`src/rtl/core_sequencer_if.sv`:
```
`default_nettype none
// ============================================================================
// Module      : core_sequencer_if
// Description : Instruction-fetch request/ready bus between sequencer and imem.
// Revision    : 1.0 - initial release
// ============================================================================
interface core_sequencer_if #(
    parameter int unsigned XLEN = 32
);
    logic            req;
    logic [XLEN-1:0] addr;
    logic            ready;
    logic [31:0]     rdata;

    modport master (
        output req,
        output addr,
        input  ready,
        input  rdata
    );

    modport slave (
        input  req,
        input  addr,
        output ready,
        output rdata
    );
endinterface
`default_nettype wire

```
`src/rtl/core_sequencer.sv`:
```
`default_nettype none
// ============================================================================
// Module      : core_sequencer
// Description : Multi-cycle FETCH/DECODE/EXECUTE/WRITEBACK sequencer for the
//               RV32 subset core. Optional retired-instruction counter is
//               built only when SEQ_INSTRET_EN is defined.
// Revision    : 1.0 - initial release
// ============================================================================
module core_sequencer #(
    parameter int unsigned     XLEN     = 32,
    parameter logic [XLEN-1:0] RESET_PC = '0
) (
    input  logic                clk,
    input  logic                rst_n,
    input  logic                start,
    core_sequencer_if.master    imem,
    output logic [31:0]         ir,
    output logic [XLEN-1:0]     pc,
    output logic [XLEN-1:0]     pc_plus4,
    input  logic                regwrite,
    input  logic                branch,
    input  logic [XLEN-1:0]     imm,
    input  logic                alu_zero,
    output logic                rf_we,
    output logic [2:0]          state,
    output logic                halted,
    output logic                fault,
    output logic [31:0]         instret
);

    localparam logic [31:0] c_nop       = 32'h0000_0013;
    localparam logic [6:0]  c_op_rtype  = 7'b0110011;
    localparam logic [6:0]  c_op_itype  = 7'b0010011;
    localparam logic [6:0]  c_op_branch = 7'b1100011;
    localparam logic [6:0]  c_op_jal    = 7'b1101111;

    typedef enum logic [2:0] {
        S_IDLE      = 3'd0,
        S_FETCH     = 3'd1,
        S_DECODE    = 3'd2,
        S_EXECUTE   = 3'd3,
        S_WRITEBACK = 3'd4,
        S_HALT      = 3'd5
    } state_t;

    state_t          r_state;
    state_t          w_state_next;
    logic [XLEN-1:0] r_next_pc;
    logic            r_self_jump;
    logic            w_restart;
    logic            w_fault_set;
    logic            w_halt_set;
    logic            w_req;
    logic            w_rf_we;
    logic [6:0]      w_opcode;
    logic            w_legal;
    logic            w_is_jal;
    logic            w_take;
    logic [XLEN-1:0] w_target;

    assign w_opcode = ir[6:0];
    assign w_legal  = (w_opcode == c_op_rtype) || (w_opcode == c_op_itype) ||
                      (w_opcode == c_op_branch) || (w_opcode == c_op_jal);
    assign w_is_jal = (w_opcode == c_op_jal);
    // bne is the only conditional branch; other branch funct3 values fall through
    assign w_take   = w_is_jal ||
                      (branch && (w_opcode == c_op_branch) && (ir[14:12] == 3'b001) && !alu_zero);
    assign pc_plus4 = pc + XLEN'(4);
    assign w_target = w_take ? (pc + imm) : pc_plus4;

    always_ff @(posedge clk or negedge rst_n) begin
        if (!rst_n) begin
            r_state <= S_IDLE;
        end else begin
            r_state <= w_state_next;
        end
    end

    always_comb begin
        w_state_next = r_state;
        w_req        = 1'b0;
        w_rf_we      = 1'b0;
        w_restart    = 1'b0;
        w_fault_set  = 1'b0;
        w_halt_set   = 1'b0;
        case (r_state)
            S_IDLE: begin
                if (start) begin
                    w_restart    = 1'b1;
                    w_state_next = S_FETCH;
                end
            end
            S_FETCH: begin
                w_req = 1'b1;
                if (imem.ready) begin
                    w_state_next = S_DECODE;
                end
            end
            S_DECODE: begin
                if (w_legal) begin
                    w_state_next = S_EXECUTE;
                end else begin
                    w_fault_set  = 1'b1;
                    w_state_next = S_HALT;
                end
            end
            S_EXECUTE: begin
                if (w_target[1:0] != 2'b00) begin
                    w_fault_set  = 1'b1;
                    w_state_next = S_HALT;
                end else begin
                    w_state_next = S_WRITEBACK;
                end
            end
            S_WRITEBACK: begin
                w_rf_we = regwrite;
                if (r_self_jump) begin
                    w_halt_set   = 1'b1;
                    w_state_next = S_HALT;
                end else begin
                    w_state_next = S_FETCH;
                end
            end
            S_HALT: begin
                if (start) begin
                    w_restart    = 1'b1;
                    w_state_next = S_FETCH;
                end
            end
            default: begin
                w_state_next = S_IDLE;
            end
        endcase
    end

    always_ff @(posedge clk or negedge rst_n) begin
        if (!rst_n) begin
            pc          <= RESET_PC;
            ir          <= c_nop;
            r_next_pc   <= RESET_PC;
            r_self_jump <= 1'b0;
            halted      <= 1'b0;
            fault       <= 1'b0;
        end else begin
            if (w_restart) begin
                pc     <= RESET_PC;
                halted <= 1'b0;
                fault  <= 1'b0;
            end
            if ((r_state == S_FETCH) && imem.ready) begin
                ir <= imem.rdata;
            end
            // Halt-on-self-jump is decided here so WRITEBACK needs no live imm
            if (r_state == S_EXECUTE) begin
                r_next_pc   <= w_target;
                r_self_jump <= w_is_jal && (imm == '0);
            end
            if (r_state == S_WRITEBACK) begin
                pc <= r_next_pc;
            end
            if (w_halt_set) begin
                halted <= 1'b1;
            end
            if (w_fault_set) begin
                fault  <= 1'b1;
                halted <= 1'b1;
            end
        end
    end

`ifdef SEQ_INSTRET_EN
    logic [31:0] r_instret;

    always_ff @(posedge clk or negedge rst_n) begin
        if (!rst_n) begin
            r_instret <= '0;
        end else if (w_restart) begin
            r_instret <= '0;
        end else if (r_state == S_WRITEBACK) begin
            r_instret <= r_instret + 32'd1;
        end
    end

    assign instret = r_instret;
`else
    assign instret = '0;
`endif

    assign imem.req  = w_req;
    assign imem.addr = pc;
    assign rf_we     = w_rf_we;
    assign state     = r_state;

endmodule
`default_nettype wire

```
`src/flat_wrapper.sv`:
```
// flat-port wrapper written by rule: the top's interface ports become plain ports
module core_sequencer_flat 
#(
    parameter int unsigned     XLEN     = 32,
    parameter logic [XLEN-1:0] RESET_PC = '0
)
  (clk, rst_n, start, ir, pc, pc_plus4, regwrite, branch, imm, alu_zero, rf_we, state, halted, fault, instret, imem_req, imem_addr, imem_ready, imem_rdata);
  core_sequencer_if #(.XLEN(XLEN)) imem_i ();
  input  logic clk;
  input  logic rst_n;
  input  logic start;
  output logic [31:0] ir;
  output logic [XLEN-1:0] pc;
  output logic [XLEN-1:0] pc_plus4;
  input  logic regwrite;
  input  logic branch;
  input  logic [XLEN-1:0] imm;
  input  logic alu_zero;
  output logic rf_we;
  output logic [2:0] state;
  output logic halted;
  output logic fault;
  output logic [31:0] instret;
  output wire logic [$bits(imem_i.req)-1:0] imem_req;
  output wire logic [$bits(imem_i.addr)-1:0] imem_addr;
  input wire logic [$bits(imem_i.ready)-1:0] imem_ready;
  input wire logic [$bits(imem_i.rdata)-1:0] imem_rdata;
  assign imem_req = imem_i.req;
  assign imem_addr = imem_i.addr;
  assign imem_i.ready = imem_ready;
  assign imem_i.rdata = imem_rdata;
  core_sequencer #(.XLEN(XLEN), .RESET_PC(RESET_PC)) u_core (.clk(clk), .rst_n(rst_n), .start(start), .imem(imem_i), .ir(ir), .pc(pc), .pc_plus4(pc_plus4), .regwrite(regwrite), .branch(branch), .imm(imm), .alu_zero(alu_zero), .rf_we(rf_we), .state(state), .halted(halted), .fault(fault), .instret(instret));
endmodule
```
`config.mk`:
```
export PLATFORM = sky130hd
export DESIGN_NAME = core_sequencer_flat
export DESIGN_NICKNAME = d
export VERILOG_FILES = /design/src/rtl/core_sequencer_if.sv /design/src/rtl/core_sequencer.sv /design/src/flat_wrapper.sv
export SDC_FILE = /design/constraint.sdc
export NUM_CORES = 1
export LEC_CHECK = 0
export BUFFER_PORTS_ARGS = -buffer_cell sky130_fd_sc_hd__buf_2
export CAP_MARGIN = 20
export CORE_AREA = 2 2 118 120
export DETAILED_ROUTE_END_ITERATION = 8
export DIE_AREA = 0 0 120 122
export HOLD_SLACK_MARGIN = 0.03
export PLACE_DENSITY = 0.84
export SLEW_MARGIN = 20
export SYNTH_ARGS = -nofsm -noshare
export SYNTH_HDL_FRONTEND = slang
export SYNTH_SLANG_ARGS = --single-unit
export TNS_END_PERCENT = 30
```
`constraint.sdc`:
```
create_clock -name clk -period 7.1 [get_ports clk]
set_clock_uncertainty 0.1 [all_clocks]
set_input_delay 1.42 -clock clk [delete_from_list [all_inputs] [get_ports clk]]
set_output_delay 1.42 -clock clk [all_outputs]
set_load 0.03 [all_outputs]
```
==> impl_metrics.env, run 1 <==
export IMPL_final_common_cell="sky130_fd_sc_hd__buf_2"
export IMPL_post_cts_repair_setup_buffers=0
export IMPL_whs_endpoint="u_core.r_next_pc[9]"
export IMPL_drc=0
export IMPL_synthesis_area_per_instance_um2=9.32
export IMPL_worst_slew_pin_transition_ns=1.18
export IMPL_die_width_um=120
export IMPL_yosysWarnings=0
export IMPL_cts_tree="yes"
export IMPL_drt_first_iter_violations=584
export IMPL_cts_max_path_buffers=2
export IMPL_routed_via_density=6.05
export IMPL_dp_slack_ns=3.27
export IMPL_critPathMaxFanout=8
export IMPL_power_density_nw_per_um2=408
export IMPL_root_buffer="sky130_fd_sc_hd__clkbuf_16"
export IMPL_maximum_clock_rate_ghz=0.241
export IMPL_placed_cells=1094
export IMPL_worst_r2r_cell_count=8
export IMPL_p_switching_w=0.00169
export IMPL_end_kind="output pin"
export IMPL_route_detailed_wl_per_inst_um=18.8
export IMPL_post_dp_hpwl_mm=15.2
export IMPL_io_pin_count=238
export IMPL_worst_hold_path_num_cells=2
export IMPL_core_area_um2=13500
export IMPL_route_final_wire_length_mm=20.9
export IMPL_synth_top_cells_by_area="sky130_fd_sc_hd__dfrtp_1 (35%), sky130_fd_sc_hd__buf_4 (6.9%), sky130_fd_sc_hd__ha_1 (5.6%)"
export IMPL_synthFlopType="sky130_fd_sc_hd__dfrtp_1"
export IMPL_die_area_um2=14600
export IMPL_clock_power_share=0.149
export IMPL_power_ir_vdd_worst_v=0.000308
export IMPL_fillCellCount=1153
export IMPL_clkSlewWorstSetupHoldPaths_ns=0.08
export IMPL_overflow=0
export IMPL_hold_path_class="reg -> reg"
export IMPL_synth_largest_area_cell="sky130_fd_sc_hd__dfrtp_1"
export IMPL_critPathRequiredTime_ns=5.58
export IMPL_areaGrowthSynthToFinish_pct=15.5
export IMPL_multi_input_area_um2=4060
export IMPL_cts_hold_fix_buffers=0
export IMPL_hold_startpoint="u_core.r_next_pc[9]"
export IMPL_post_detailed_placement_cell_area_um2=7960
export IMPL_post_layout_total_power_w=0.00337
export IMPL_via_count=6712
export IMPL_antenna_cells=0
export IMPL_setup_viol=0
export IMPL_netlist_area_um2=7160
export IMPL_vertical_die_dimension_um=122
export IMPL_drt_pass_1_iters=5
export IMPL_worst_r2r_startpoint="u_core.imem.addr[9]"
export IMPL_post_route_period_util=0.585
export IMPL_timing_final_ws_setup_ns=2.95
export IMPL_layout_cells_most_common_list="sky130_fd_sc_hd__buf_2 (204), sky130_fd_sc_hd__dfrtp_1 (99), sky130_fd_sc_hd__nand2_1 (61)"
export IMPL_timing_worst_setup_path_type="reg -> out"
export IMPL_cp_data_arrival_time_ns=2.63
export IMPL_status="complete, no violations"
export IMPL_period_needed_ns=4.15
export IMPL_slew_viol_final=0
export IMPL_cts_buffers=9
export IMPL_fin_cells=1110
export IMPL_clock_latency_ns=0.36
export IMPL_synth_seq_area_share=0.357
export IMPL_relSlewSlack=0.214
export IMPL_grt_pass1_wl_mm=32.7
export IMPL_timing_max_cap_violations=0
export IMPL_register_area_um2=2560
export IMPL_post_layout_instance_area_um2=8270
export IMPL_asyncSetResetFlopFracSynth=1.00
export IMPL_leakage_power_of_the_design_nw=4.24
export IMPL_synth_ff_latch_count=102
export IMPL_grt_max_degree=59
export IMPL_pwr_share_seq=0.310
export IMPL_synth_edff_count=0
export IMPL_initial_core_util=0.530
export IMPL_h_tree_depth=3
export IMPL_worstReg2RegEnd="u_core.r_next_pc[26]"
export IMPL_setup_tns_final_ns=0
export IMPL_finalHoldViolCount=0
export IMPL_antenna_found_initial=1
export IMPL_syn_inst=768
export IMPL_critical_path_startpoint_type="flip-flop"
export IMPL_clock_sinks=102
export IMPL_grt_pass1_vias=6290
export IMPL_rows=43
export IMPL_placement_io_buffers=205
export IMPL_place_congestion=1.00
export IMPL_swShare=0.501
export IMPL_setup_repair_after_global_routing_missed_its_margin="no"
export IMPL_synth_top_area_share=0.346
export IMPL_pwr_share_comb=0.541
export IMPL_postRouteAntennaNets=0
export IMPL_drive_above_1_share=0.303
export IMPL_design_final_nets=1029
export IMPL_synth_cell_types=76
export IMPL_post_cts_resized=0
export IMPL_register_to_register_setup_slack_ns=4.15
export IMPL_grt_total_usage=0.286
export IMPL_p_int_w=0.00168
==> kinds of logic after synthesis <==
logic type | Yosys count | share of synthesized area
other | 1 | 0.000524
AO/OA/AOI/OAI | 216 | 0.219
buffers and inverters | 107 | 0.0927
AND/OR/NAND/NOR | 228 | 0.159
XOR/XNOR | 41 | 0.0502
multiplexers | 39 | 0.0608
adder cells (fa/ha/maj) | 34 | 0.0601
flip-flops | 102 | 0.357
==> state kept, by name, indices dropped and copies added (netlist names) <==
register,flops
u_core.state,3
u_core.r_self_jump,1
u_core.ir,32
u_core.fault,1
u_core.r_next_pc,32
u_core.imem.addr,32
u_core.halted,1
==> synthesized netlist by cell type, types with 7 or more instances <==
library cell / instances
sky130_fd_sc_hd__nor4_1: 12
sky130_fd_sc_hd__buf_4: 66
sky130_fd_sc_hd__dfrtp_1: 99
sky130_fd_sc_hd__nand4_1: 17
sky130_fd_sc_hd__a21oi_1: 41
sky130_fd_sc_hd__ha_1: 32
sky130_fd_sc_hd__mux2_2: 31
sky130_fd_sc_hd__buf_2: 11
sky130_fd_sc_hd__nand3_1: 21
sky130_fd_sc_hd__o21ai_0: 25
sky130_fd_sc_hd__a22oi_1: 7
sky130_fd_sc_hd__xor2_1: 18
sky130_fd_sc_hd__xnor2_1: 23
sky130_fd_sc_hd__a21o_1: 24
sky130_fd_sc_hd__nor3_1: 16
sky130_fd_sc_hd__and3_1: 16
sky130_fd_sc_hd__inv_1: 8
sky130_fd_sc_hd__a31oi_1: 13
sky130_fd_sc_hd__o21ai_1: 8
sky130_fd_sc_hd__nor2_1: 57
sky130_fd_sc_hd__nand2_1: 61
sky130_fd_sc_hd__clkbuf_1: 17
sky130_fd_sc_hd__a22o_1: 33
sky130_fd_sc_hd__a211oi_1: 13
==> worst max-delay path by stage <==
| stage | from | cells after the start | to |
|---|---|---|---|
| 2_1_floorplan | u_core.imem.addr[7] | 5 | pc_plus4[31] |
| 3_3_place_gp | imm[6] | 9 | u_core.r_next_pc[31] |
| 3_5_place_dp | imm[12] | 9 | u_core.r_next_pc[27] |
| 4_1_cts | u_core.imem.addr[11] | 6 | pc_plus4[25] |
| 5_1_grt | u_core.imem.addr[2] | 6 | pc_plus4[28] |
| 6_report | u_core.imem.addr[2] | 6 | pc_plus4[28] |
==> per-layer routing <==
layer,global-route usage,part of all wire
met1,0.389,0.44
met2,0.454,0.46
met3,0.0557,0.082
met4,0.103,0.025
met5,0,0.00062
==> layout make-up <==
type / count / area share
Multi-Input combinational cell: 590 / 0.491
Sequential cell: 102 / 0.309
Timing Repair Buffer: 213 / 0.132
Clock buffer: 9 / 0.0272
Tap cell: 180 / 0.0272
Clock inverter: 7 / 0.00954
Inverter: 9 / 0.00409
==> through the flow <==
stage,hold slack (ns),utilization
after floorplan,0.350,-
after global placement,0.363,0.590
after detailed placement,0.374,0.590
after CTS,0.392,0.612
after global routing,0.424,0.612
final,0.390,0.612
==> power groups by stage <==
stage	Combinational [W]	Sequential (W)	Clock [W]
after global placement	0.00178	0.00104	0
final	0.00182	0.00104	0.000503
after floorplan	0.00112	0.00129	0
after CTS	0.00182	0.00104	0.000513
after global routing	0.00196	0.00108	0.000535
after detailed placement	0.00181	0.00105	0
==> worst max-delay path, stage by stage (launching register included) <==
cell and delay (ns):
sky130_fd_sc_hd__dfrtp_1 0.49, sky130_fd_sc_hd__ha_1 0.29, sky130_fd_sc_hd__nand4_1 0.26, sky130_fd_sc_hd__nor3_2 0.49, sky130_fd_sc_hd__nand4_1 0.23, sky130_fd_sc_hd__xnor2_1 0.26
sky130_fd_sc_hd__buf_2 0.26
(Power assumes the default switching activity.)
==> inputs of run 2 (changes only) <==
--- a/config.mk
+++ b/config.mk
@@ -7,11 +7,11 @@
 export LEC_CHECK = 0
 export BUFFER_PORTS_ARGS = -buffer_cell sky130_fd_sc_hd__buf_2
 export CAP_MARGIN = 20
-export CORE_AREA = 2 2 118 120
+export CORE_AREA = 2 2 127 129
 export DETAILED_ROUTE_END_ITERATION = 8
-export DIE_AREA = 0 0 120 122
+export DIE_AREA = 0 0 129 131
 export HOLD_SLACK_MARGIN = 0.03
-export PLACE_DENSITY = 0.84
+export PLACE_DENSITY = 0.77
 export SLEW_MARGIN = 20
 export SYNTH_ARGS = -nofsm -noshare
 export SYNTH_HDL_FRONTEND = slang
==> constraint.sdc (replaced) <==
create_clock -name clk -period 3.7 [get_ports clk]
set_clock_uncertainty 0.1 [all_clocks]
set_input_delay 0.74 -clock clk [delete_from_list [all_inputs] [get_ports clk]]
set_output_delay 0.74 -clock clk [all_outputs]
set_load 0.03 [all_outputs]
==> impl_metrics.env, run 2 (synthesized netlist as in run 1, its figures left out) <==
export IMPL_power_ir_vdd_worst_v=0.000575
export IMPL_slew_viol_final=0
export IMPL_setup_viol=0
export IMPL_clock_latency_ns=0.36
export IMPL_antenna_cells=0
export IMPL_route_final_wire_length_mm=21.9
export IMPL_finalHoldWorstSlack_ns=0.368
export IMPL_period_needed_ns=3.49
export IMPL_via_count=6604
export IMPL_cp_data_arrival_time_ns=2.65
export IMPL_postRouteAntennaNets=0
export IMPL_die_width_um=129
export IMPL_timing_worst_setup_path_type="reg -> out"
export IMPL_cts_max_path_buffers=2
export IMPL_fillCellCount=1456
export IMPL_finalHoldViolCount=0
export IMPL_h_tree_depth=3
export IMPL_post_cts_resized=0
export IMPL_status="complete, no violations"
export IMPL_antenna_found_initial=0
export IMPL_grt_max_degree=61
export IMPL_leakage_power_of_the_design_nw=4.29
export IMPL_rows=46
export IMPL_core_area_um2=15600
export IMPL_routed_via_density=5.74
export IMPL_crit_top_cell="sky130_fd_sc_hd__nand4_1"
export IMPL_cts_tree="yes"
export IMPL_grt_total_usage=0.259
export IMPL_overflow=0
export IMPL_route_detailed_wl_per_inst_um=19.1
export IMPL_layout_cells_most_common_list="sky130_fd_sc_hd__buf_2 (204), sky130_fd_sc_hd__dfrtp_1 (99), sky130_fd_sc_hd__nand2_1 (61)"
export IMPL_clock_sinks=102
export IMPL_number_of_cells_on_the_critical_path=6
export IMPL_hold_path_class="in -> async"
export IMPL_cts_hold_fix_buffers=0
export IMPL_worstPathCellList="ha_1 -> nand4_1 -> nor3_2 -> nand4_1 -> xnor2_1 -> buf_2"
export IMPL_final_common_cell="sky130_fd_sc_hd__buf_2"
export IMPL_maximum_clock_rate_ghz=0.287
export IMPL_grt_pass1_vias=6157
export IMPL_post_cts_repair_setup_buffers=0
export IMPL_placement_io_buffers=205
export IMPL_power_density_nw_per_um2=792
export IMPL_design_final_nets=1034
export IMPL_relSlewSlack=0.367
export IMPL_end_kind="output pin"
export IMPL_setup_repair_after_global_routing_missed_its_margin="no"
export IMPL_io_pin_count=238
export IMPL_critPathRequiredTime_ns=2.86
export IMPL_post_route_period_util=0.943
export IMPL_setup_tns_final_ns=0
export IMPL_die_area_um2=16900
export IMPL_grt_pass1_wl_mm=33.8
export IMPL_worst_slew_pin_transition_ns=0.945
export IMPL_register_to_register_setup_slack_ns=0.75
export IMPL_max_stage_delay_ns=0.48
export IMPL_drive_above_1_share=0.307
export IMPL_root_buffer="sky130_fd_sc_hd__clkbuf_16"
export IMPL_drt_first_iter_violations=554
export IMPL_post_dp_hpwl_mm=16.7
export IMPL_critPathBufInv=1
export IMPL_drt_pass_1_iters=5
export IMPL_vertical_die_dimension_um=131
export IMPL_areaGrowthSynthToFinish_pct=17.2
export IMPL_critPathTopFamily="simple AND/OR/NAND/NOR gates"
export IMPL_cts_buffers=9
export IMPL_worst_r2r_startpoint="u_core.imem.addr[6]"
export IMPL_critPathMaxFanout=8
export IMPL_worst_r2r_cell_count=8
export IMPL_place_congestion=0.960
export IMPL_critical_path_startpoint_type="flip-flop"
export IMPL_critical_path_slowest_cell="sky130_fd_sc_hd__dfrtp_1"
export IMPL_timing_max_cap_violations=0
export IMPL_worstReg2RegEnd="u_core.r_next_pc[31]"
export IMPL_clkSlewWorstSetupHoldPaths_ns=0.07
export IMPL_drc=0
export IMPL_initial_core_util=0.459
run 2: worst max-delay path by stage:
stage | from | end | slack (ns)
floorplan | u_core.imem.addr[7] | pc_plus4[31] | 0.82
global placement | imm[6] | u_core.r_next_pc[31] | 0.54
detailed placement | imm[6] | u_core.r_next_pc[31] | 0.48
CTS | u_core.imem.addr[2] | pc_plus4[24] | 0.27
global route | u_core.imem.addr[11] | pc_plus4[24] | 0.06
finish | u_core.imem.addr[2] | pc_plus4[24] | 0.21
run 2: layout make-up:
type	count	area [um^2]	share of cell area
Timing Repair Buffer	218	1140	0.136
Inverter	9	33.8	0.00403
Sequential cell	102	2560	0.305
Tap cell	216	270	0.0322
Clock inverter	6	93.8	0.0112
Multi-Input combinational cell	590	4060	0.484
Clock buffer	10	239	0.0285
run 2: metrics by stage:
stage          power [W]  instance area, um^2  worst slack [ns]   util  std cells
2_1_floorplan    0.00464                 7270             0.823      -        799
4_1_cts          0.00666                 8390             0.266  0.538       1151
6_report         0.00664                 8390             0.210  0.538       1151
3_5_place_dp     0.00558                 8060             0.478  0.517       1135
3_3_place_gp     0.00551                 8060             0.541  0.517       1135
5_1_grt          0.00704                 8390            0.0557  0.538       1151
run 2: power by group:
group          internal [W]  total, W  switching, W
Sequential          0.00156   0.00198      0.000419
Clock              0.000617   0.00107      0.000450
Combinational       0.00122   0.00359       0.00237
run 2: metal layers:
layer | vias up | share of wire | global-route usage
li1 | 3075 | - | -
met1 | 3174 | 0.43 | 0.354
met4 | 0 | 0.022 | 0.0838
met2 | 324 | 0.46 | 0.415
met3 | 31 | 0.084 | 0.0537
met5 | - | 0 | 0
==> inputs of run 3 (changes only) <==
--- a/config.mk
+++ b/config.mk
@@ -7,11 +7,11 @@
 export LEC_CHECK = 0
 export BUFFER_PORTS_ARGS = -buffer_cell sky130_fd_sc_hd__buf_2
 export CAP_MARGIN = 20
-export CORE_AREA = 2 2 127 129
+export CORE_AREA = 2 2 130 132
 export DETAILED_ROUTE_END_ITERATION = 8
-export DIE_AREA = 0 0 129 131
+export DIE_AREA = 0 0 132 134
 export HOLD_SLACK_MARGIN = 0.03
-export PLACE_DENSITY = 0.77
+export PLACE_DENSITY = 0.74
 export SLEW_MARGIN = 20
 export SYNTH_ARGS = -nofsm -noshare
 export SYNTH_HDL_FRONTEND = slang
==> impl_metrics.env, run 3 (synthesized netlist as in run 1, its figures left out) <==
export IMPL_status="complete, no violations"
export IMPL_power_ir_vdd_worst_v=0.000503
export IMPL_power_density_nw_per_um2=773
export IMPL_post_cts_resized=0
export IMPL_cp_data_arrival_time_ns=2.56
export IMPL_clock_sinks=102
export IMPL_via_count=6510
export IMPL_hold_path_class="in -> async"
export IMPL_finalHoldViolCount=0
export IMPL_h_tree_depth=3
export IMPL_end_kind="output pin"
export IMPL_postRouteAntennaNets=0
export IMPL_timing_max_cap_violations=0
export IMPL_post_dp_hpwl_mm=16.2
export IMPL_clock_latency_ns=0.36
export IMPL_drc=0
export IMPL_maximum_clock_rate_ghz=0.294
export IMPL_vertical_die_dimension_um=134
export IMPL_final_common_cell="sky130_fd_sc_hd__buf_2"
export IMPL_rows=47
export IMPL_antenna_cells=0
export IMPL_areaGrowthSynthToFinish_pct=16.2
export IMPL_clkSlewWorstSetupHoldPaths_ns=0.07
export IMPL_worst_r2r_cell_count=8
export IMPL_timing_final_ws_setup_ns=0.303
export IMPL_setup_tns_final_ns=0
export IMPL_grt_max_degree=45
export IMPL_critPathTopFamily="simple AND/OR/NAND/NOR gates"
export IMPL_die_width_um=132
export IMPL_relSlewSlack=0.390
export IMPL_routed_via_density=5.65
export IMPL_initial_core_util=0.439
export IMPL_post_route_period_util=0.918
export IMPL_design_final_nets=1032
export IMPL_worstReg2RegEnd="u_core.r_next_pc[31]"
export IMPL_placement_io_buffers=205
export IMPL_leakage_power_of_the_design_nw=4.24
export IMPL_core_area_um2=16300
export IMPL_drt_pass_1_iters=5
export IMPL_critPathMaxFanout=9
export IMPL_critPathRequiredTime_ns=2.86
export IMPL_period_needed_ns=3.40
export IMPL_timing_worst_setup_path_type="reg -> out"
export IMPL_worst_r2r_startpoint="u_core.imem.addr[6]"
export IMPL_dp_slack_ns=0.558
export IMPL_cts_max_path_buffers=2
export IMPL_place_congestion=0.945
export IMPL_grt_total_usage=0.243
export IMPL_overflow=0
export IMPL_cts_hold_fix_buffers=0
export IMPL_setup_repair_after_global_routing_missed_its_margin="no"
export IMPL_die_area_um2=17700
export IMPL_grt_pass1_wl_mm=33.9
export IMPL_critical_path_slowest_cell="sky130_fd_sc_hd__dfrtp_1"
export IMPL_drt_first_iter_violations=412
export IMPL_root_buffer="sky130_fd_sc_hd__clkbuf_16"
export IMPL_critPathBufInv=1
export IMPL_route_detailed_wl_per_inst_um=18.7
export IMPL_setup_viol=0
export IMPL_max_stage_delay_ns=0.53
export IMPL_critical_path_startpoint_type="flip-flop"
export IMPL_worstPathCellList="nand4_1 -> nor4_2 -> nand3_1 -> nor2_1 -> xor2_1 -> buf_2"
export IMPL_antenna_found_initial=0
export IMPL_io_pin_count=238
export IMPL_layout_cells_most_common_list="sky130_fd_sc_hd__buf_2 (204), sky130_fd_sc_hd__dfrtp_1 (99), sky130_fd_sc_hd__nand2_1 (61)"
export IMPL_cts_buffers=9
export IMPL_register_to_register_setup_slack_ns=0.86
export IMPL_worst_slew_pin_transition_ns=0.912
export IMPL_route_final_wire_length_mm=21.5
export IMPL_drive_above_1_share=0.303
export IMPL_slew_viol_final=0
export IMPL_grt_pass1_vias=6229
export IMPL_post_cts_repair_setup_buffers=0
export IMPL_cts_tree="yes"
## run 3: cell count changes in the layout (fill, tap and decap cells not counted)
cell,previous run,this run
sky130_fd_sc_hd__clkbuf_1,0,2
sky130_fd_sc_hd__inv_6,1,0
sky130_fd_sc_hd__clkinv_2,0,1
sky130_fd_sc_hd__clkinv_4,2,1
sky130_fd_sc_hd__clkbuf_8,1,0
sky130_fd_sc_hd__bufinv_16,2,0
sky130_fd_sc_hd__clkinvlp_4,1,3
sky130_fd_sc_hd__buf_4,13,11
## run 3: where the power goes
part,internal [W],switching [W]
combinational,0.00120,0.00232
clock,0.000457,0.000446
sequential,0.00156,0.000440
total,0.00322,0.00320
## run 3: worst max-delay path by stage
stage | from | endpoint | slack [ns] | depth (start not counted)
2_1_floorplan | u_core.imem.addr[7] | pc_plus4[31] | 0.82 | 5
3_3_place_gp | imm[2] | u_core.r_next_pc[23] | 0.61 | 9
3_5_place_dp | imm[6] | u_core.r_next_pc[31] | 0.56 | 9
4_1_cts | u_core.imem.addr[9] | pc_plus4[31] | 0.31 | 6
5_1_grt | u_core.imem.addr[19] | pc_plus4[29] | 0.12 | 6
6_report | u_core.imem.addr[11] | pc_plus4[29] | 0.30 | 6
## run 3: through the flow
| step | hold slack, ns | instance area (um^2) | utilization | instances | total power (W) |
|---|---|---|---|---|---|
| after detailed placement | 0.376 | 8050 | 0.494 | 1137 | 0.00554 |
| after CTS | 0.302 | 8320 | 0.511 | 1153 | 0.00645 |
| after global routing | 0.333 | 8320 | 0.511 | 1153 | 0.00683 |
| after floorplan | 0.344 | 7270 | - | 799 | 0.00464 |
| after global placement | 0.362 | 8050 | 0.494 | 1137 | 0.00549 |
| final | 0.275 | 8320 | 0.511 | 1153 | 0.00643 |
## run 3: routing by layer
layer / vias up / GRT usage / wire length [um]
met2: 285 / 0.387 / 9780
met3: 25 / 0.0450 / 1560
met1: 3127 / 0.334 / 9800
met5: - / 0 / 0
li1: 3073 / - / -
met4: 0 / 0.0803 / 412
## run 3: layout make-up
cell class                      instances  area [um^2]
Inverter                                9         33.8
Fill cell                            1535         7970
Multi-Input combinational cell        590         4060
Clock inverter                          5         36.3
Timing Repair Buffer                  216         1120
Tap cell                              220          275
Sequential cell                       102         2560
Clock buffer                           11          233
